==> config.mk <==
export PLATFORM = sky130hd
export DESIGN_NAME = multicycle_ctrl
export DESIGN_NICKNAME = d
export VERILOG_FILES = /design/src/rtl/multicycle_ctrl_pkg.sv /design/src/rtl/multicycle_ctrl_instr_legal_chk.sv /design/src/rtl/multicycle_ctrl.sv
export SDC_FILE = /design/constraint.sdc
export NUM_CORES = 1
export LEC_CHECK = 0
export ABC_AREA = 0
export CAP_MARGIN = 10
export CORE_MARGIN = 2
export CORE_UTILIZATION = 31
export CTS_BUF_LIST = sky130_fd_sc_hd__clkbuf_16
export DETAILED_ROUTE_END_ITERATION = 10
export HOLD_SLACK_MARGIN = 0.15
export PLACE_DENSITY = 0.59
export SETUP_SLACK_MARGIN = 0.15
export SYNTH_ARGS = -nofsm -noshare
export SYNTH_HDL_FRONTEND = slang
export SYNTH_SLANG_ARGS = --single-unit
export TNS_END_PERCENT = 1
==> constraint.sdc <==
create_clock -name iClk -period 4 [get_ports iClk]
set_input_delay 0.4 -clock iClk [delete_from_list [all_inputs] [get_ports iClk]]
set_output_delay 0.4 -clock iClk [all_outputs]
set_load 0.03 [all_outputs]
==> src/rtl/multicycle_ctrl_pkg.sv <==
// Shared encodings for the multi-cycle RV32I control FSM: opcodes, states,
// instruction classes and the datapath select codes.
package ctrl_pkg;

    localparam logic [6:0] OPC_OP     = 7'b0110011;
    localparam logic [6:0] OPC_OP_IMM = 7'b0010011;
    localparam logic [6:0] OPC_LOAD   = 7'b0000011;
    localparam logic [6:0] OPC_STORE  = 7'b0100011;
    localparam logic [6:0] OPC_BRANCH = 7'b1100011;
    localparam logic [6:0] OPC_LUI    = 7'b0110111;
    localparam logic [6:0] OPC_AUIPC  = 7'b0010111;
    localparam logic [6:0] OPC_JAL    = 7'b1101111;
    localparam logic [6:0] OPC_JALR   = 7'b1100111;

    typedef enum logic [2:0] {
        ST_FETCH  = 3'd0,
        ST_DECODE = 3'd1,
        ST_EXEC   = 3'd2,
        ST_MEM    = 3'd3,
        ST_WB     = 3'd4,
        ST_TRAP   = 3'd5
    } state_e;

    typedef enum logic [3:0] {
        CLS_NONE,
        CLS_ALU_R,
        CLS_ALU_I,
        CLS_LUI,
        CLS_AUIPC,
        CLS_LOAD,
        CLS_STORE,
        CLS_BRANCH,
        CLS_JAL,
        CLS_JALR
    } instr_cls_e;

    localparam logic [1:0] PCSEL_PC4   = 2'b00;
    localparam logic [1:0] PCSEL_PCIMM = 2'b01;
    localparam logic [1:0] PCSEL_ALU   = 2'b10;

    localparam logic [1:0] ALUOP_ADD   = 2'b00;
    localparam logic [1:0] ALUOP_SUB   = 2'b01;
    localparam logic [1:0] ALUOP_FUNCT = 2'b10;

    localparam logic [1:0] WB_ALU = 2'b00;
    localparam logic [1:0] WB_MEM = 2'b01;
    localparam logic [1:0] WB_PC4 = 2'b10;
    localparam logic [1:0] WB_IMM = 2'b11;

endpackage

==> src/rtl/multicycle_ctrl_instr_legal_chk.sv <==
// Combinational RV32I legality check: classifies opcode and rejects
// unsupported opcodes and reserved funct3 values.
module instr_legal_chk
    import ctrl_pkg::*;
(
    input  logic [6:0]  iOpcode,
    input  logic [2:0]  iFunct3,
    output logic        oLegal,
    output instr_cls_e  oCls
);

    always_comb begin
        oLegal = 1'b1;
        oCls   = CLS_NONE;
        case (iOpcode)
            OPC_OP:     oCls = CLS_ALU_R;
            OPC_OP_IMM: oCls = CLS_ALU_I;
            OPC_LUI:    oCls = CLS_LUI;
            OPC_AUIPC:  oCls = CLS_AUIPC;
            OPC_JAL:    oCls = CLS_JAL;
            OPC_LOAD: begin
                oCls   = CLS_LOAD;
                oLegal = !(iFunct3 == 3'd3 || iFunct3 == 3'd6 || iFunct3 == 3'd7);
            end
            OPC_STORE: begin
                oCls   = CLS_STORE;
                oLegal = (iFunct3 <= 3'd2);
            end
            OPC_BRANCH: begin
                oCls   = CLS_BRANCH;
                oLegal = !(iFunct3 == 3'd2 || iFunct3 == 3'd3);
            end
            OPC_JALR: begin
                oCls   = CLS_JALR;
                oLegal = (iFunct3 == 3'd0);
            end
            default:    oLegal = 1'b0;
        endcase
    end

endmodule

==> src/rtl/multicycle_ctrl.sv <==
// Multi-cycle RV32I control FSM: sequences fetch/decode/exec/mem/writeback,
// drives datapath enables/selects, traps illegal instructions, counts retires.
module multicycle_ctrl
    import ctrl_pkg::*;
#(
    parameter int CNT_W       = 32,
    parameter int MEM_TIMEOUT = 0
)
(
    input  logic             iClk,
    input  logic             iRstN,
    input  logic [6:0]       iOpcode,
    input  logic [2:0]       iFunct3,
    input  logic             iBrTaken,
    input  logic             iMemReady,
    output logic             oMemReq,
    output logic             oMemWe,
    output logic             oMemInstr,
    output logic             oIrWe,
    output logic             oPcWe,
    output logic [1:0]       oPcSel,
    output logic             oAluSrcA,
    output logic             oAluSrcB,
    output logic [1:0]       oAluOp,
    output logic             oRegWe,
    output logic [1:0]       oWbSel,
    output logic             oRetire,
    output logic [CNT_W-1:0] oRetireCnt,
    output logic             oIllegal,
    output logic [2:0]       oState
);

    localparam int WAIT_W = (MEM_TIMEOUT > 1) ? $clog2(MEM_TIMEOUT + 1) : 1;

    state_e            state_q, state_d;
    instr_cls_e        cls_q, cls_d;
    logic [CNT_W-1:0]  cnt_q, cnt_d;
    logic [WAIT_W-1:0] wait_q, wait_d;

    logic       legal;
    instr_cls_e dec_cls;
    logic       timeout;
    logic       mem_req, mem_we, mem_instr, ir_we, pc_we;
    logic       src_a, src_b, reg_we, retire, illegal;
    logic [1:0] pc_sel, alu_op, wb_sel;

    instr_legal_chk u_legal (
        .iOpcode (iOpcode),
        .iFunct3 (iFunct3),
        .oLegal  (legal),
        .oCls    (dec_cls)
    );

    always_ff @(posedge iClk or negedge iRstN) begin
        if (!iRstN) begin
            state_q <= ST_FETCH;
            cls_q   <= CLS_NONE;
            cnt_q   <= '0;
            wait_q  <= '0;
        end else begin
            state_q <= state_d;
            cls_q   <= cls_d;
            cnt_q   <= cnt_d;
            wait_q  <= wait_d;
        end
    end

    // Fires on the wait cycle that would make the outstanding request MEM_TIMEOUT cycles old.
    assign timeout = (MEM_TIMEOUT > 0) && !iMemReady && (int'(wait_q) + 1 >= MEM_TIMEOUT);

    always_comb begin
        state_d   = state_q;
        cls_d     = cls_q;
        cnt_d     = cnt_q;
        wait_d    = '0;
        mem_req   = 1'b0;
        mem_we    = 1'b0;
        mem_instr = 1'b0;
        ir_we     = 1'b0;
        pc_we     = 1'b0;
        pc_sel    = PCSEL_PC4;
        src_a     = 1'b0;
        src_b     = 1'b0;
        alu_op    = ALUOP_ADD;
        reg_we    = 1'b0;
        wb_sel    = WB_ALU;
        retire    = 1'b0;
        illegal   = 1'b0;

        case (state_q)
            ST_FETCH: begin
                mem_req   = 1'b1;
                mem_instr = 1'b1;
                if (iMemReady) begin
                    ir_we   = 1'b1;
                    state_d = ST_DECODE;
                end else if (timeout) begin
                    state_d = ST_TRAP;
                end else begin
                    wait_d = wait_q + 1'b1;
                end
            end
            ST_DECODE: begin
                cls_d   = dec_cls;
                state_d = legal ? ST_EXEC : ST_TRAP;
            end
            ST_EXEC: begin
                state_d = ST_WB;
                case (cls_q)
                    CLS_ALU_R: alu_op = ALUOP_FUNCT;
                    CLS_ALU_I: begin
                        src_b  = 1'b1;
                        alu_op = ALUOP_FUNCT;
                    end
                    CLS_LUI: ;
                    CLS_AUIPC: begin
                        src_a = 1'b1;
                        src_b = 1'b1;
                    end
                    CLS_LOAD, CLS_STORE: begin
                        src_b   = 1'b1;
                        state_d = ST_MEM;
                    end
                    CLS_BRANCH: begin
                        alu_op  = ALUOP_SUB;
                        pc_we   = 1'b1;
                        pc_sel  = iBrTaken ? PCSEL_PCIMM : PCSEL_PC4;
                        retire  = 1'b1;
                        state_d = ST_FETCH;
                    end
                    CLS_JAL: begin
                        pc_we  = 1'b1;
                        pc_sel = PCSEL_PCIMM;
                    end
                    CLS_JALR: begin
                        src_b  = 1'b1;
                        pc_we  = 1'b1;
                        pc_sel = PCSEL_ALU;
                    end
                    default: state_d = ST_TRAP;
                endcase
            end
            ST_MEM: begin
                // Address comes from the ALU, so the EXEC selects stay put for the whole request.
                mem_req = 1'b1;
                mem_we  = (cls_q == CLS_STORE);
                src_b   = 1'b1;
                if (iMemReady) begin
                    if (cls_q == CLS_STORE) begin
                        pc_we   = 1'b1;
                        retire  = 1'b1;
                        state_d = ST_FETCH;
                    end else begin
                        state_d = ST_WB;
                    end
                end else if (timeout) begin
                    state_d = ST_TRAP;
                end else begin
                    wait_d = wait_q + 1'b1;
                end
            end
            ST_WB: begin
                reg_we  = 1'b1;
                retire  = 1'b1;
                state_d = ST_FETCH;
                pc_we   = !(cls_q == CLS_JAL || cls_q == CLS_JALR);
                case (cls_q)
                    CLS_LOAD:          wb_sel = WB_MEM;
                    CLS_JAL, CLS_JALR: wb_sel = WB_PC4;
                    CLS_LUI:           wb_sel = WB_IMM;
                    default:           wb_sel = WB_ALU;
                endcase
            end
            ST_TRAP: illegal = 1'b1;
            default: state_d = ST_TRAP;
        endcase

        if (retire) cnt_d = cnt_q + 1'b1;
    end

    // Gating with iRstN drops an in-flight request the moment reset asserts.
    assign oMemReq    = mem_req & iRstN;
    assign oMemWe     = mem_we & iRstN;
    assign oMemInstr  = mem_instr & iRstN;
    assign oIrWe      = ir_we & iRstN;
    assign oPcWe      = pc_we & iRstN;
    assign oPcSel     = pc_sel & {2{iRstN}};
    assign oAluSrcA   = src_a & iRstN;
    assign oAluSrcB   = src_b & iRstN;
    assign oAluOp     = alu_op & {2{iRstN}};
    assign oRegWe     = reg_we & iRstN;
    assign oWbSel     = wb_sel & {2{iRstN}};
    assign oRetire    = retire & iRstN;
    assign oIllegal   = illegal & iRstN;
    assign oRetireCnt = cnt_q;
    assign oState     = state_q;

endmodule

# Yosys cells after proc, flatten, opt, wreduce, memory -nomap -nowiden
# Index checks and enable logic that the tools add are counted.
# totals
register_bits	39
in_bits	14
output_inout_bits	51
word_cells	98
# classes
addsub	1
order_cmp	1
eq_ne	29
mux	32
bitwise_logic	14
n_reduce_logical	18
# ops
operator	n
one-hot mux 4 bit (9 select lines)	1
adder 32 x 1 -> 32 bit (second input constant)	1
equality test 7 x 6 -> 1 bit (second input constant)	3
equality test 7 bit (second input constant)	3
one-hot mux 3 bit (6 select lines)	1
equality test 4 x 3 -> 1 bit (second input constant)	4
2-to-1 mux 1 bit	15
equality test 7 x 5 -> 1 bit (second input constant)	2
equality test 3 x 2 -> 1 bit (second input constant)	4
equality test 3 bit (second input constant)	4
2-to-1 mux 3 bit	4
one-hot mux 2 bit (3 select lines)	2
bitwise AND 1 bit	10
OR reduction 5 bit	2
one-hot mux 3 bit (3 select lines)	1
equality test 4 x 2 -> 1 bit (second input constant)	2
equality test 4 bit (second input constant)	2
OR reduction 2 bit	4
equality test 7 x 2 -> 1 bit (second input constant)	1
bitwise AND 2 bit	3
zero test 3 bit	2
2-to-1 mux 2 bit	3
one-hot mux 1 bit (3 select lines)	2
OR reduction 6 bit	1
12 further kinds	18

# Depth between registers and ports, before layout
# logic_depth
word_depth	7
depth_mapped	6
ltp_nobuf	5

# Modules after synthesis
# Synthesis repeated with hierarchy kept, for this count alone.
# unflattened
hier_cells	268
area_unflattened_um2	2482.4
# by_module_without_submodules
mod	instances	cells_each	area_each_um2
multicycle_ctrl	1	235	2274.7
instr_legal_chk	1	33	207.7

# Worst setup path after synthesis
# OpenSTA, ideal clock, no wires.
# synth_timing
kind	flip-flop to output port
start	register state_q[1], in the netlist oState[1]
end	output port oAluOp[1]
arrival_time_ns	2.133
t_required_ns	3.600
path_slack_ns	1.467
path_stages_with_launch	4
n_path_buf	0
path_cell_list	dfrtp_1 or2b_1 or2_2 nor4_1
# synth_via
elab_chain_len	3
# synth_rtl
element	line_no	text
start: declaration	multicycle_ctrl.sv:35	state_e state_q, state_d;
start signal: assignment	multicycle_ctrl.sv:61	state_q <= state_d;
equality test 3 x 2 -> 1 bit	multicycle_ctrl.sv:90	case (state_q)
2-to-1 mux 2 bit	multicycle_ctrl.sv:90	
bitwise AND 2 bit	multicycle_ctrl.sv:190	assign oAluOp = alu_op & {2{iRstN}};
end: declaration	multicycle_ctrl.sv:24	output logic [1:0] oAluOp,
# Every way passes these cells.

# Worst setup path after layout
# layout_timing
start	input port iRstN
end	output port oAluOp[1]
# layout_via
elab_chain_len	1
# layout_rtl
element	line_no	text
start: declaration	multicycle_ctrl.sv:11	input logic iRstN,
bitwise AND 2 bit	multicycle_ctrl.sv:190	
# Every way passes these cells.

==> results_dict.tcl <==
set metrics [dict create \
    status "finished, final reports clean" \
    p_int_w 0.000648 \
    yosysUniqueCellTypes 49 \
    gp_congestion 0.844 \
    hp-class "reg2reg" \
    rsz0062_at_grt "no" \
    drive_gt1_share_pct 6.41 \
    die_h_um 90.4 \
    fin_hold_ws_ns 0.467 \
    yosys.area.top_type "dfrtp_1" \
    ys_seq_elements 39 \
    ys_top_cells_by_area "dfrtp_1 (42%), xnor2_1 (10%), nand3_1 (3.7%), nand4_1 (3.5%), o21ai_0 (3.0%)" \
    leakage_nw 1.24 \
    area_growth_pct 37.7 \
    grt_use_total_pct 14.0 \
    root_buffer "clkbuf_16" \
    drt_first_pass_iters 4 \
    relSlewSlack_pct 44.4 \
    ir_worst_vdd_uv 133 \
    max_cap_violations 0 \
    wirelength_mm 5.70 \
    fmax_mhz 318 \
    fin_crit_sh_pct 78.7 \
    crit_chain "dlygate4sd3_1 > buf_2 > nand2b_1 > or2_2 > nor4_1 > clkdlybuf4s50_1" \
    pwr-share-seq_pct 47.9 \
    ios 65 \
    overflow 0 \
    ys_top_cells_by_count "dfrtp_1 (39), xnor2_1 (27), nand3_1 (17)" \
    total_power_w 0.000840 \
    die-area_mm2 0.00817 \
    grt_pass1_vias 1973 \
    grt_pass1_wl_mm 9.45 \
    drc_errors 0 \
    rows 31 \
    tightest_slew_ns 0.834 \
    end_kind "primary output" \
    switching_share_pct 22.8 \
    critPathMaxFanout 20 \
    crit_required_ns 3.60 \
    grt_max_degree 29 \
    num_vias 2046 \
    r2r-end "oRetireCnt[6]" \
    synth.avg_cell_area_um2 9.29 \
    drt-initial-drc-count 132 \
    netlist_instances 249 \
    rrSetupSlack_ns 1.72 \
    skew_ns 0.00548 \
    synth_top_area_share_pct 42.2 \
    cts-buffers-inserted 5 \
    p_comb_share_pct 6.5 \
    start_util_pct 31.9 \
    path_buf_inv 3 \
    power.switching_w 0.000191 \
    post_cts_resized 0 \
    register_area_um2 976 \
    clock_power_share_pct 45.6 \
    yosysMostFrequentCell "dfrtp_1" \
    num-fill-cells 730 \
    async_reset_ff_share_pct 100 \
    dp_hpwl_mm 4.21 \
    core_area_mm2 0.00725 \
    multi_input_area_mm2 0.00126 \
    numPortBuffers 64 \
    start_kind "input port" \
    path_clk_slew_ns 0.06 \
    hold-path-endpoint "oRetireCnt[31]" \
    critPathKind "in2out" \
    report.final.slew_viol_count 0 \
    crit_slowest_cell "clkdlybuf4s50_1" \
    yosys_warnings 0 \
    cts_tree "built" \
    hold_depth 1 \
    reg2regPathDepth 5 \
    crit_path_max_incr_delay_ns 0.71 \
    wire_per_inst_um 13.9 \
    clkLatencyLatePin_ns 0.28 \
    pwr_density_cell_mw_per_mm2 264 \
    final_nets 326 \
    ys.flop_type "dfrtp_1" \
    yosysSeqAreaShare_pct 42.2 \
    fin_util_pct 43.9 \
    die-width_um 90.4 \
    n_antenna_cell 0 \
    rr_startpoint "oState[0]" \
    critical-path-top-delay-family "buffers and inverters" \
    cts_buffer_depth 2 \
    arrival_ns 2.75 \
    syn_nets 264 \
    setup_tns_ns 0 \
    syn-cell-area_mm2 0.00231 \
    antenna_found_initial 0 \
    hold_violations 0 \
    fin_cells 411 \
    htreeDepth 2 \
    synth_edf_count 0 \
    clkSinkCount 39 \
    hp-start "oRetireCnt[31]" \
    viasPerCell 4.98 \
    placedCellCount 402 \
    fin_crit_ns 3.15 \
    setup_violations 0 \
    drtAntennaViolNets 0 \
]
[power groups by stage]
stage	combinational (W)	clock (W)	sequential, W
finish	0.0000546	0.000383	0.000402
global route	0.0000612	0.000407	0.000402
CTS	0.0000555	0.000392	0.000402
detailed placement	0.0000544	0	0.000409
global placement	0.0000539	0	0.000409
floorplan	0.0000276	0	0.000406
[cell usage in the layout (no fill, tap or decap), drive strengths merged, types with 4 or more instances in the layout]
master,netlist,layout
a21oi,8,8
and2,4,4
and3,11,11
and4,4,4
clkbuf,9,5
clkdlybuf4s50,0,63
dfrtp,39,39
inv,8,9
nand2,15,15
nand2b,6,6
nand3,17,17
nand4,13,13
nor2,11,11
nor2b,6,6
nor3,12,12
nor4,5,5
o21ai,14,14
xnor2,28,28
xor2,5,5
[routing by layer]
metal	GRT usage (%)	share of wire, %
met1	19.1	46
met5	0	0
met4	4.23	1.1
met2	22.4	48
met3	2.92	4.7
[worst max-delay path by stage]
stage          slack [ns]  cells past startpoint         to       from
5_1_grt              0.61                      6  oAluOp[1]      iRstN
3_3_place_gp         1.21                      6    oRetire  iMemReady
3_5_place_dp         1.20                      6    oRetire  iMemReady
2_1_floorplan        1.47                      3  oAluOp[1]  oState[1]
4_1_cts              0.78                      6  oAluOp[1]      iRstN
6_report             0.85                      6  oAluOp[1]      iRstN
[sequential cells by signal (all words and copies together) (netlist names)]
register	cells
oState	3
oRetireCnt	32
cls_q	4
[repair_timing]
| action | 4_1_cts | 5_1_grt |
|---|---|---|
| setup endpoints to repair | 0 | 0 |
| setup buffers | 0 | 0 |
| hold endpoints to repair | 11 | 0 |
| hold buffers | 1 | 0 |
[through the flow]
step / instance area (µm²) / worst slack [ns]
after floorplan: 2310 / 1.47
after global placement: 3030 / 1.21
after detailed placement: 3030 / 1.20
after CTS: 3180 / 0.780
after global routing: 3180 / 0.607
final: 3180 / 0.853
[final cells by class]
cell class	count	share of cell area [%]
inverters	8	0.943
well taps	99	3.89
repair buffers	66	20.5
multi-input cells	191	39.6
clock inverters	3	0.511
clock buffers	5	3.93
flip-flops and latches	39	30.6
[cell families after synthesis]
logic type	share of synthesized area [%]
and+or+nand+nor	28.5
DFF	42.2
AOI/OAI and AO/OA	11.2
xor gates and xnor gates	12.8
buffers and inverters	3.30
muxes	1.41
adders and majority gates	0.541
Note: power is estimated with default switching activity, not from simulation.
